**src/rtl/mips_pipe_pkg.sv**
```systemverilog
// Shared types for the MIPS pipeline hazard controller: FSM states, forwarding
// selects and register-address constants.
package mips_pipe_pkg;

    localparam int REG_ADDR_W = 5;
    localparam logic [REG_ADDR_W-1:0] REG_ZERO = '0;

    typedef enum logic [1:0] {
        RUN      = 2'd0,
        FLUSH    = 2'd1,
        MEM_WAIT = 2'd2
    } ctrl_state_e;

    typedef enum logic [1:0] {
        FWD_REG = 2'b00,
        FWD_WB  = 2'b01,
        FWD_MEM = 2'b10
    } fwd_sel_e;

    // MEM wins over WB because it holds the younger result; $zero never forwards.
    function automatic fwd_sel_e fwd_pick(
        input logic [REG_ADDR_W-1:0] src,
        input logic [REG_ADDR_W-1:0] mem_rd,
        input logic [REG_ADDR_W-1:0] wb_rd,
        input logic                  mem_we,
        input logic                  wb_we
    );
        if (mem_we && mem_rd != REG_ZERO && mem_rd == src) return FWD_MEM;
        if (wb_we && wb_rd != REG_ZERO && wb_rd == src)    return FWD_WB;
        return FWD_REG;
    endfunction

endpackage

```
**src/rtl/mips_fwd_unit.sv**
```systemverilog
// Combinational EX-stage operand forwarding selects for ALU inputs A (rs) and B (rt).
module mips_fwd_unit
    import mips_pipe_pkg::*;
(
    input  logic [REG_ADDR_W-1:0] ex_rs,
    input  logic [REG_ADDR_W-1:0] ex_rt,
    input  logic [REG_ADDR_W-1:0] mem_rd,
    input  logic [REG_ADDR_W-1:0] wb_rd,
    input  logic                  mem_reg_write,
    input  logic                  wb_reg_write,
    output fwd_sel_e              fwd_a,
    output fwd_sel_e              fwd_b
);

    assign fwd_a = fwd_pick(ex_rs, mem_rd, wb_rd, mem_reg_write, wb_reg_write);
    assign fwd_b = fwd_pick(ex_rt, mem_rd, wb_rd, mem_reg_write, wb_reg_write);

endmodule

```
**src/rtl/mips_hazard_ctrl.sv**
```systemverilog
// Stall/flush/freeze sequencer for the 5-stage MIPS pipe. Optional statistics
// counters are built when MIPS_HAZ_STATS_EN is defined.
module mips_hazard_ctrl
    import mips_pipe_pkg::*;
#(
    parameter int FLUSH_CYCLES = 1,
    parameter int MEM_TIMEOUT  = 15,
    parameter int CNT_W        = 16
) (
    input  logic                  clk,
    input  logic                  reset,
    input  logic [REG_ADDR_W-1:0] id_rs,
    input  logic [REG_ADDR_W-1:0] id_rt,
    input  logic [REG_ADDR_W-1:0] ex_rs,
    input  logic [REG_ADDR_W-1:0] ex_rt,
    input  logic [REG_ADDR_W-1:0] ex_rd,
    input  logic                  ex_mem_read,
    input  logic [REG_ADDR_W-1:0] mem_rd,
    input  logic [REG_ADDR_W-1:0] wb_rd,
    input  logic                  mem_reg_write,
    input  logic                  wb_reg_write,
    input  logic                  ex_branch_taken,
    input  logic                  id_jump,
    input  logic                  mem_busy,
    output logic                  pc_write,
    output logic                  ifid_write,
    output logic                  ifid_flush,
    output logic                  idex_bubble,
    output logic                  pipe_stall,
    output logic [1:0]            fwd_a,
    output logic [1:0]            fwd_b,
    output logic [1:0]            ctrl_state,
    output logic                  mem_timeout
`ifdef MIPS_HAZ_STATS_EN
   ,output logic [CNT_W-1:0]      stall_cnt,
    output logic [CNT_W-1:0]      flush_cnt,
    output logic [CNT_W-1:0]      memwait_cnt
`endif
);

    localparam int FCNT_W = 3;
    localparam int WCNT_W = 8;
    localparam logic [WCNT_W-1:0] WCNT_MAX = WCNT_W'(MEM_TIMEOUT);

    ctrl_state_e        state_q, state_d, ret_q, ret_d, eval_st;
    logic [FCNT_W-1:0]  fcnt_q, fcnt_d;
    logic [WCNT_W-1:0]  wcnt_q, wcnt_d;
    logic               mem_timeout_q, mem_timeout_d;
    logic               pc_write_c, ifid_write_c, ifid_flush_c, idex_bubble_c, pipe_stall_c;
    logic               load_use, load_use_stall;
    fwd_sel_e           fwd_a_c, fwd_b_c;

    mips_fwd_unit u_fwd (
        .ex_rs         (ex_rs),
        .ex_rt         (ex_rt),
        .mem_rd        (mem_rd),
        .wb_rd         (wb_rd),
        .mem_reg_write (mem_reg_write),
        .wb_reg_write  (wb_reg_write),
        .fwd_a         (fwd_a_c),
        .fwd_b         (fwd_b_c)
    );

    assign load_use = ex_mem_read && ex_rd != REG_ZERO && (ex_rd == id_rs || ex_rd == id_rt);

    always_comb begin
        pc_write_c     = 1'b1;
        ifid_write_c   = 1'b1;
        ifid_flush_c   = 1'b0;
        idex_bubble_c  = 1'b0;
        pipe_stall_c   = 1'b0;
        load_use_stall = 1'b0;
        state_d        = state_q;
        ret_d          = ret_q;
        fcnt_d         = fcnt_q;
        wcnt_d         = wcnt_q;
        mem_timeout_d  = mem_timeout_q;
        // On the release cycle of MEM_WAIT the pipe behaves as the state it left.
        eval_st        = (state_q == MEM_WAIT) ? ret_q : state_q;

        if (mem_busy) begin
            pc_write_c   = 1'b0;
            ifid_write_c = 1'b0;
            pipe_stall_c = 1'b1;
            // The entry cycle counts, so the flag registers at the end of the
            // MEM_TIMEOUT-th consecutive busy cycle.
            wcnt_d = (wcnt_q == WCNT_MAX) ? wcnt_q : wcnt_q + 1'b1;
            if (wcnt_d == WCNT_MAX) mem_timeout_d = 1'b1;
            if (state_q != MEM_WAIT) begin
                state_d = MEM_WAIT;
                ret_d   = state_q;
            end
        end else begin
            wcnt_d  = '0;
            state_d = eval_st;
            case (eval_st)
                FLUSH: begin
                    ifid_flush_c = 1'b1;
                    if (fcnt_q <= FCNT_W'(1)) begin
                        state_d = RUN;
                        fcnt_d  = '0;
                    end else begin
                        fcnt_d = fcnt_q - 1'b1;
                    end
                end
                default: begin
                    if (ex_branch_taken) begin
                        ifid_flush_c  = 1'b1;
                        idex_bubble_c = 1'b1;
                        if (FLUSH_CYCLES > 1) begin
                            state_d = FLUSH;
                            fcnt_d  = FCNT_W'(FLUSH_CYCLES - 1);
                        end
                    end else if (load_use) begin
                        load_use_stall = 1'b1;
                    end else if (id_jump) begin
                        ifid_flush_c = 1'b1;
                    end
                end
            endcase
        end

        if (load_use_stall) begin
            pc_write_c    = 1'b0;
            ifid_write_c  = 1'b0;
            idex_bubble_c = 1'b1;
        end
    end

    always_ff @(posedge clk or negedge reset) begin
        if (!reset) begin
            state_q       <= RUN;
            ret_q         <= RUN;
            fcnt_q        <= '0;
            wcnt_q        <= '0;
            mem_timeout_q <= 1'b0;
        end else begin
            state_q       <= state_d;
            ret_q         <= ret_d;
            fcnt_q        <= fcnt_d;
            wcnt_q        <= wcnt_d;
            mem_timeout_q <= mem_timeout_d;
        end
    end

    // Reset holds the front end closed and injects NOPs regardless of inputs.
    assign pc_write    = reset & pc_write_c;
    assign ifid_write  = reset & ifid_write_c;
    assign ifid_flush  = ~reset | ifid_flush_c;
    assign idex_bubble = ~reset | idex_bubble_c;
    assign pipe_stall  = reset & pipe_stall_c;
    assign fwd_a       = reset ? fwd_a_c : FWD_REG;
    assign fwd_b       = reset ? fwd_b_c : FWD_REG;
    assign ctrl_state  = state_q;
    assign mem_timeout = mem_timeout_q;

`ifdef MIPS_HAZ_STATS_EN
    logic [CNT_W-1:0] stall_cnt_q, stall_cnt_d;
    logic [CNT_W-1:0] flush_cnt_q, flush_cnt_d;
    logic [CNT_W-1:0] memwait_cnt_q, memwait_cnt_d;

    always_comb begin
        stall_cnt_d   = stall_cnt_q;
        flush_cnt_d   = flush_cnt_q;
        memwait_cnt_d = memwait_cnt_q;
        if (load_use_stall && !(&stall_cnt_q))         stall_cnt_d   = stall_cnt_q + 1'b1;
        if (ifid_flush_c && !(&flush_cnt_q))           flush_cnt_d   = flush_cnt_q + 1'b1;
        if (state_q == MEM_WAIT && !(&memwait_cnt_q))  memwait_cnt_d = memwait_cnt_q + 1'b1;
    end

    always_ff @(posedge clk or negedge reset) begin
        if (!reset) begin
            stall_cnt_q   <= '0;
            flush_cnt_q   <= '0;
            memwait_cnt_q <= '0;
        end else begin
            stall_cnt_q   <= stall_cnt_d;
            flush_cnt_q   <= flush_cnt_d;
            memwait_cnt_q <= memwait_cnt_d;
        end
    end

    assign stall_cnt   = stall_cnt_q;
    assign flush_cnt   = flush_cnt_q;
    assign memwait_cnt = memwait_cnt_q;
`endif

endmodule

```
**config.mk**
```make
export PLATFORM = sky130hd
export DESIGN_NAME = mips_hazard_ctrl
export DESIGN_NICKNAME = d
export VERILOG_FILES = /design/src/rtl/mips_pipe_pkg.sv /design/src/rtl/mips_fwd_unit.sv /design/src/rtl/mips_hazard_ctrl.sv
export SDC_FILE = /design/constraint.sdc
export NUM_CORES = 1
export LEC_CHECK = 0
export BUFFER_PORTS_ARGS = -buffer_cell sky130_fd_sc_hd__buf_2
export CORE_MARGIN = 1.5
export CORE_UTILIZATION = 53
export DETAILED_ROUTE_END_ITERATION = 12
export HOLD_SLACK_MARGIN = 0.08
export PLACE_DENSITY = 0.86
export SKIP_LAST_GASP = 1
export SYNTH_ARGS = -nofsm -noshare
export SYNTH_HDL_FRONTEND = slang
export SYNTH_HIERARCHICAL = 1
export SYNTH_SLANG_ARGS = --single-unit
```
**constraint.sdc**
```tcl
create_clock -name clk -period 3.46 [get_ports clk]
set_input_delay 0.173 -clock clk [delete_from_list [all_inputs] [get_ports clk]]
set_output_delay 0.173 -clock clk [all_outputs]
set_load 0.005 [all_outputs]
```
==> summary.md <==
| Metric | Value |
|---|---|
| Result of the run | `completed` |
| Crit path capture type | `flop` |
| Number of hold violations in the final report | `0` |
| Min-delay src | `mem_busy` |
| Crit Path Category | `flop to flop` |
| WHS Path Cells | `2` |
| Worst-case vdd ir drop | `230.2 uV` |
| Share of the cycle needed by the critical path after routing | `56.28%` |
| Number of enable flip-flop cells after synthesis | `0` |
| Count of non-filler cells in the finished layout | `245` |
| Total leakage power | `0.7750 nW` |
| First drt pass iteration count | `4` |
| Largest family of logic cells by synthesized area | `simple AND/OR/NAND/NOR gates` |
| DRT iter0 DRCs | `25` |
| Period minus WS final | `1.947 ns` |
| Headroom to the max-slew limit | `67.76%` |
| RSZ-0062 raised after global routing | `no` |
| Post-Syn Area per Cell | `8.758 um2` |
| Syn Nets | `208` |
| Maximum number of pins on one net before global-route repair | `23` |
| Cell count after synthesis | `162` |
| FFs w/ async S/R, synth | `100.0%` |
| Post-detail-place hpwl | `2585 um` |
| Core Region | `2500 um2` |
| Clock input transition at the sequential cells of the worst setup and hold paths | `0.09 ns` |
| Post-Synth XOR/XNOR Area | `21.60%` |
| Max-cap violations | `0` |
| Effective utilization at floorplan | `56.76%` |
| Remaining Overflow, GRT | `0` |
| Fraction of the core area covered by cells at the end of the flow | `68.67%` |
| Adder-cell share of the synthesized area | `2.646%` |
| Pwr Total | `524.0 uW` |
| Worst reg2reg endpoint | `mem_timeout` |
| Total vias in the final route | `1367` |
| Post-placement cell area | `1670 um2` |
| Global placement routability congestion | `0.8086` |
| Number of distinct library cells after synthesis | `46` |
| Most instantiated flip-flop cell in the synthesis netlist | `sky130_fd_sc_hd__dfrtp_1` |
| Number of placed cells counting well taps | `240` |
| Number of placement rows | `18` |
| First-pass GRT wire length | `5181 um` |
| Total number of yosys warnings | `6` |
| Layout fillers | `213` |
| Post-synthesis share of cell area spent on and, or, nand and nor gates | `25.40%` |
| Tightest Pin Transition | `0.4791 ns` |
| Worst min-delay path class | `input pin to flop` |
| Vias in the first global route | `1211` |
| Global-route total usage across every layer | `24.27%` |
| Worst hold margin | `0.1435 ns` |
| Arrival time reported for the critical path endpoint | `2.19 ns` |
| Horizontal extent of the die | `54.74 um` |
| Buffer type at the clock tree root | `sky130_fd_sc_hd__clkbuf_4` |
| Combined area of all synthesized cells | `1419 um2` |
| Worst Setup Slack post-DPL | `1.537 ns` |
| # diodes | `0` |
| Setup Skew | `0.002448 ns` |
| Initial antenna violation count | `0` |
| Clock latency on the worst-skew pair | `0.30 ns` |
| Final slew viol count | `0` |
| Clk sink count | `16` |
| Height of the die | `54.74 um` |
| Routed vias/inst | `5.580` |
| Die outline area | `2996 um2` |
| DR WL/cell | `13.58 um` |
| Count of antenna-violating nets left after detailed routing | `0` |
| TritonCTS clock tree | `yes` |
| Synthesis-stage register bit count | `16` |
| Min-Delay Endpoint | `ctrl_state[0]` |
| DRC | `0` |
| Startpoint class of the critical path | `flop` |
| Critical Path RT | `3.70 ns` |
| Sequential fraction of the synthesis area | `28.22%` |
| Area overhead of the layout relative to synthesis | `20.99%` |
| Wire length reported by the detailed router | `3328 um` |
| Final instance area | `1717 um2` |
| Synth Area in Compound Gates | `14.37%` |
| Count of input and output buffers | `54` |
| Count of buffers added by post-CTS timing repair for setup | `0` |
| Hold buffers post-CTS | `1` |
| Slack of the worst reg-to-reg path | `1.51 ns` |
| Final setup violation count | `0` |
| Maximum fanout along the worst path | `10` |
| Final worst setup slack | `1.513 ns` |
| R2r startpoint | `wcnt_q[0]` |
| Share of final-layout standard cells stronger than drive strength 1 | `30.70%` |
| Buffer levels on the longest clock path | `2` |
| Power density over cell area | `305.2 nW/um2` |
| Net total in the final layout | `262` |
| Number of buffers added by the clock tree synthesis step | `3` |
| Worst Reg-to-Reg Cells | `5` |
| # resized after CTS | `0` |
| H-tree levels | `1` |
| Boundary Pins | `55` |
| Total negative slack for setup checks | `0 ns` |
| Peak Freq | `513.6 MHz` |
| Multiplexer fraction of the synthesized cell area | `2.205%` |
-- synth_stat cells (2+ instances only) --
| cell | count | area (um2) |
|---|---|---|
| sky130_fd_sc_hd__o21ai_0 | 7 | 35.03 |
| sky130_fd_sc_hd__nand3_1 | 8 | 40.04 |
| sky130_fd_sc_hd__nand2b_1 | 3 | 18.77 |
| sky130_fd_sc_hd__a21oi_1 | 7 | 35.03 |
| sky130_fd_sc_hd__xor2_1 | 7 | 61.31 |
| sky130_fd_sc_hd__nor4_2 | 2 | 25.02 |
| sky130_fd_sc_hd__and2_1 | 4 | 25.02 |
| sky130_fd_sc_hd__nor3_1 | 3 | 15.01 |
| sky130_fd_sc_hd__nand4_1 | 3 | 18.77 |
| sky130_fd_sc_hd__ha_1 | 3 | 37.54 |
| sky130_fd_sc_hd__xnor2_1 | 28 | 245.2 |
| sky130_fd_sc_hd__inv_1 | 6 | 22.52 |
| sky130_fd_sc_hd__nor2_1 | 11 | 41.29 |
| sky130_fd_sc_hd__a211oi_1 | 3 | 22.52 |
| sky130_fd_sc_hd__mux2i_1 | 2 | 20.02 |
| sky130_fd_sc_hd__nor4_1 | 2 | 12.51 |
| sky130_fd_sc_hd__buf_6 | 4 | 45.04 |
| sky130_fd_sc_hd__nand3b_1 | 2 | 15.01 |
| sky130_fd_sc_hd__nand2_1 | 13 | 48.80 |
| sky130_fd_sc_hd__dfrtp_1 | 16 | 400.4 |
| sky130_fd_sc_hd__or4_1 | 3 | 22.52 |
-- layout by cell type (no fill, tap or decap), types with 2 or more instances in the layout --
cell                       instances
sky130_fd_sc_hd__nand3_1           8
sky130_fd_sc_hd__nand4_1           3
sky130_fd_sc_hd__buf_2            54
sky130_fd_sc_hd__nor2_1           11
sky130_fd_sc_hd__ha_1              3
sky130_fd_sc_hd__or4_1             3
sky130_fd_sc_hd__nor4_1            2
sky130_fd_sc_hd__nor4_2            2
sky130_fd_sc_hd__nand2_1          13
sky130_fd_sc_hd__inv_1             6
sky130_fd_sc_hd__xor2_1            7
sky130_fd_sc_hd__and2_1            4
sky130_fd_sc_hd__a211oi_1          3
sky130_fd_sc_hd__nand2b_1          3
sky130_fd_sc_hd__clkbuf_4          3
sky130_fd_sc_hd__nand3b_1          2
sky130_fd_sc_hd__nor3_1            3
sky130_fd_sc_hd__dfrtp_1          16
sky130_fd_sc_hd__a21oi_1           7
sky130_fd_sc_hd__mux2i_1           2
sky130_fd_sc_hd__xnor2_1          28
sky130_fd_sc_hd__o21ai_0           7
-- layout make-up --
type	instances	area, um2	share of cell area, %
Multi-Input combinational cell	134	939.7	54.74
Sequential cell	16	400.4	23.32
Timing Repair Buffer	55	280.3	16.33
Tap cell	30	37.54	2.187
Clock buffer	4	36.28	2.114
Inverter	6	22.52	1.312
-- worst max-delay path, stage by stage (launching register included) --
cell,delay [ns]
sky130_fd_sc_hd__dfrtp_1,0.45
sky130_fd_sc_hd__ha_1,0.37
sky130_fd_sc_hd__nand3_1,0.16
sky130_fd_sc_hd__or3b_1,0.48
sky130_fd_sc_hd__o32ai_2,0.28
sky130_fd_sc_hd__a31o_1,0.16
-- how the worst max path moves through the flow --
stage               from     endpoint  slack [ns]  cells past startpoint
6_report       wcnt_q[0]  mem_timeout        1.51                      5
5_1_grt            reset  idex_bubble        1.37                      6
4_1_cts            reset  idex_bubble        1.51                      6
3_5_place_dp   wcnt_q[0]  mem_timeout        1.54                      5
3_3_place_gp   wcnt_q[0]  mem_timeout        1.58                      5
2_1_floorplan  wcnt_q[0]  mem_timeout        1.72                      7
-- power by group --
| part | internal, mW | total [mW] | switching, mW | leakage, nW |
|---|---|---|---|---|
| Clock | 0.0643 | 0.126 | 0.0616 | 0.0210 |
| Combinational | 0.0838 | 0.175 | 0.0915 | 0.539 |
| Sequential | 0.206 | 0.223 | 0.0164 | 0.215 |
| Total | 0.354 | 0.524 | 0.170 | 0.775 |
-- sequential cells by signal, summed over array words and instances, names as in the netlist --
signal	flops
ctrl_state	2
fcnt_q	3
mem_timeout	1
ret_q	2
wcnt_q	8
-- cell families (layout without fill, tap and decap cells) --
kind of cell	count (synthesis)	after routing
AOI/OAI and AO/OA	30	30
xor gates and xnor gates	35	35
adders and majority gates	3	3
buffers and inverters	12	65
DFF	16	16
muxes	3	3
and+or+nand+nor	63	63
-- layer usage --
| layer | vias to the layer above | wire [um] | GRT usage (%) |
|---|---|---|---|
| li1 | 684 | - | - |
| met1 | 622 | 1501 | 29.03 |
| met2 | 56 | 1561 | 43.06 |
| met3 | 5 | 222 | 4.098 |
| met4 | 0 | 42 | 8.750 |
| met5 | - | 0 | 0 |
Note: power is estimated with default switching activity, not from simulation.
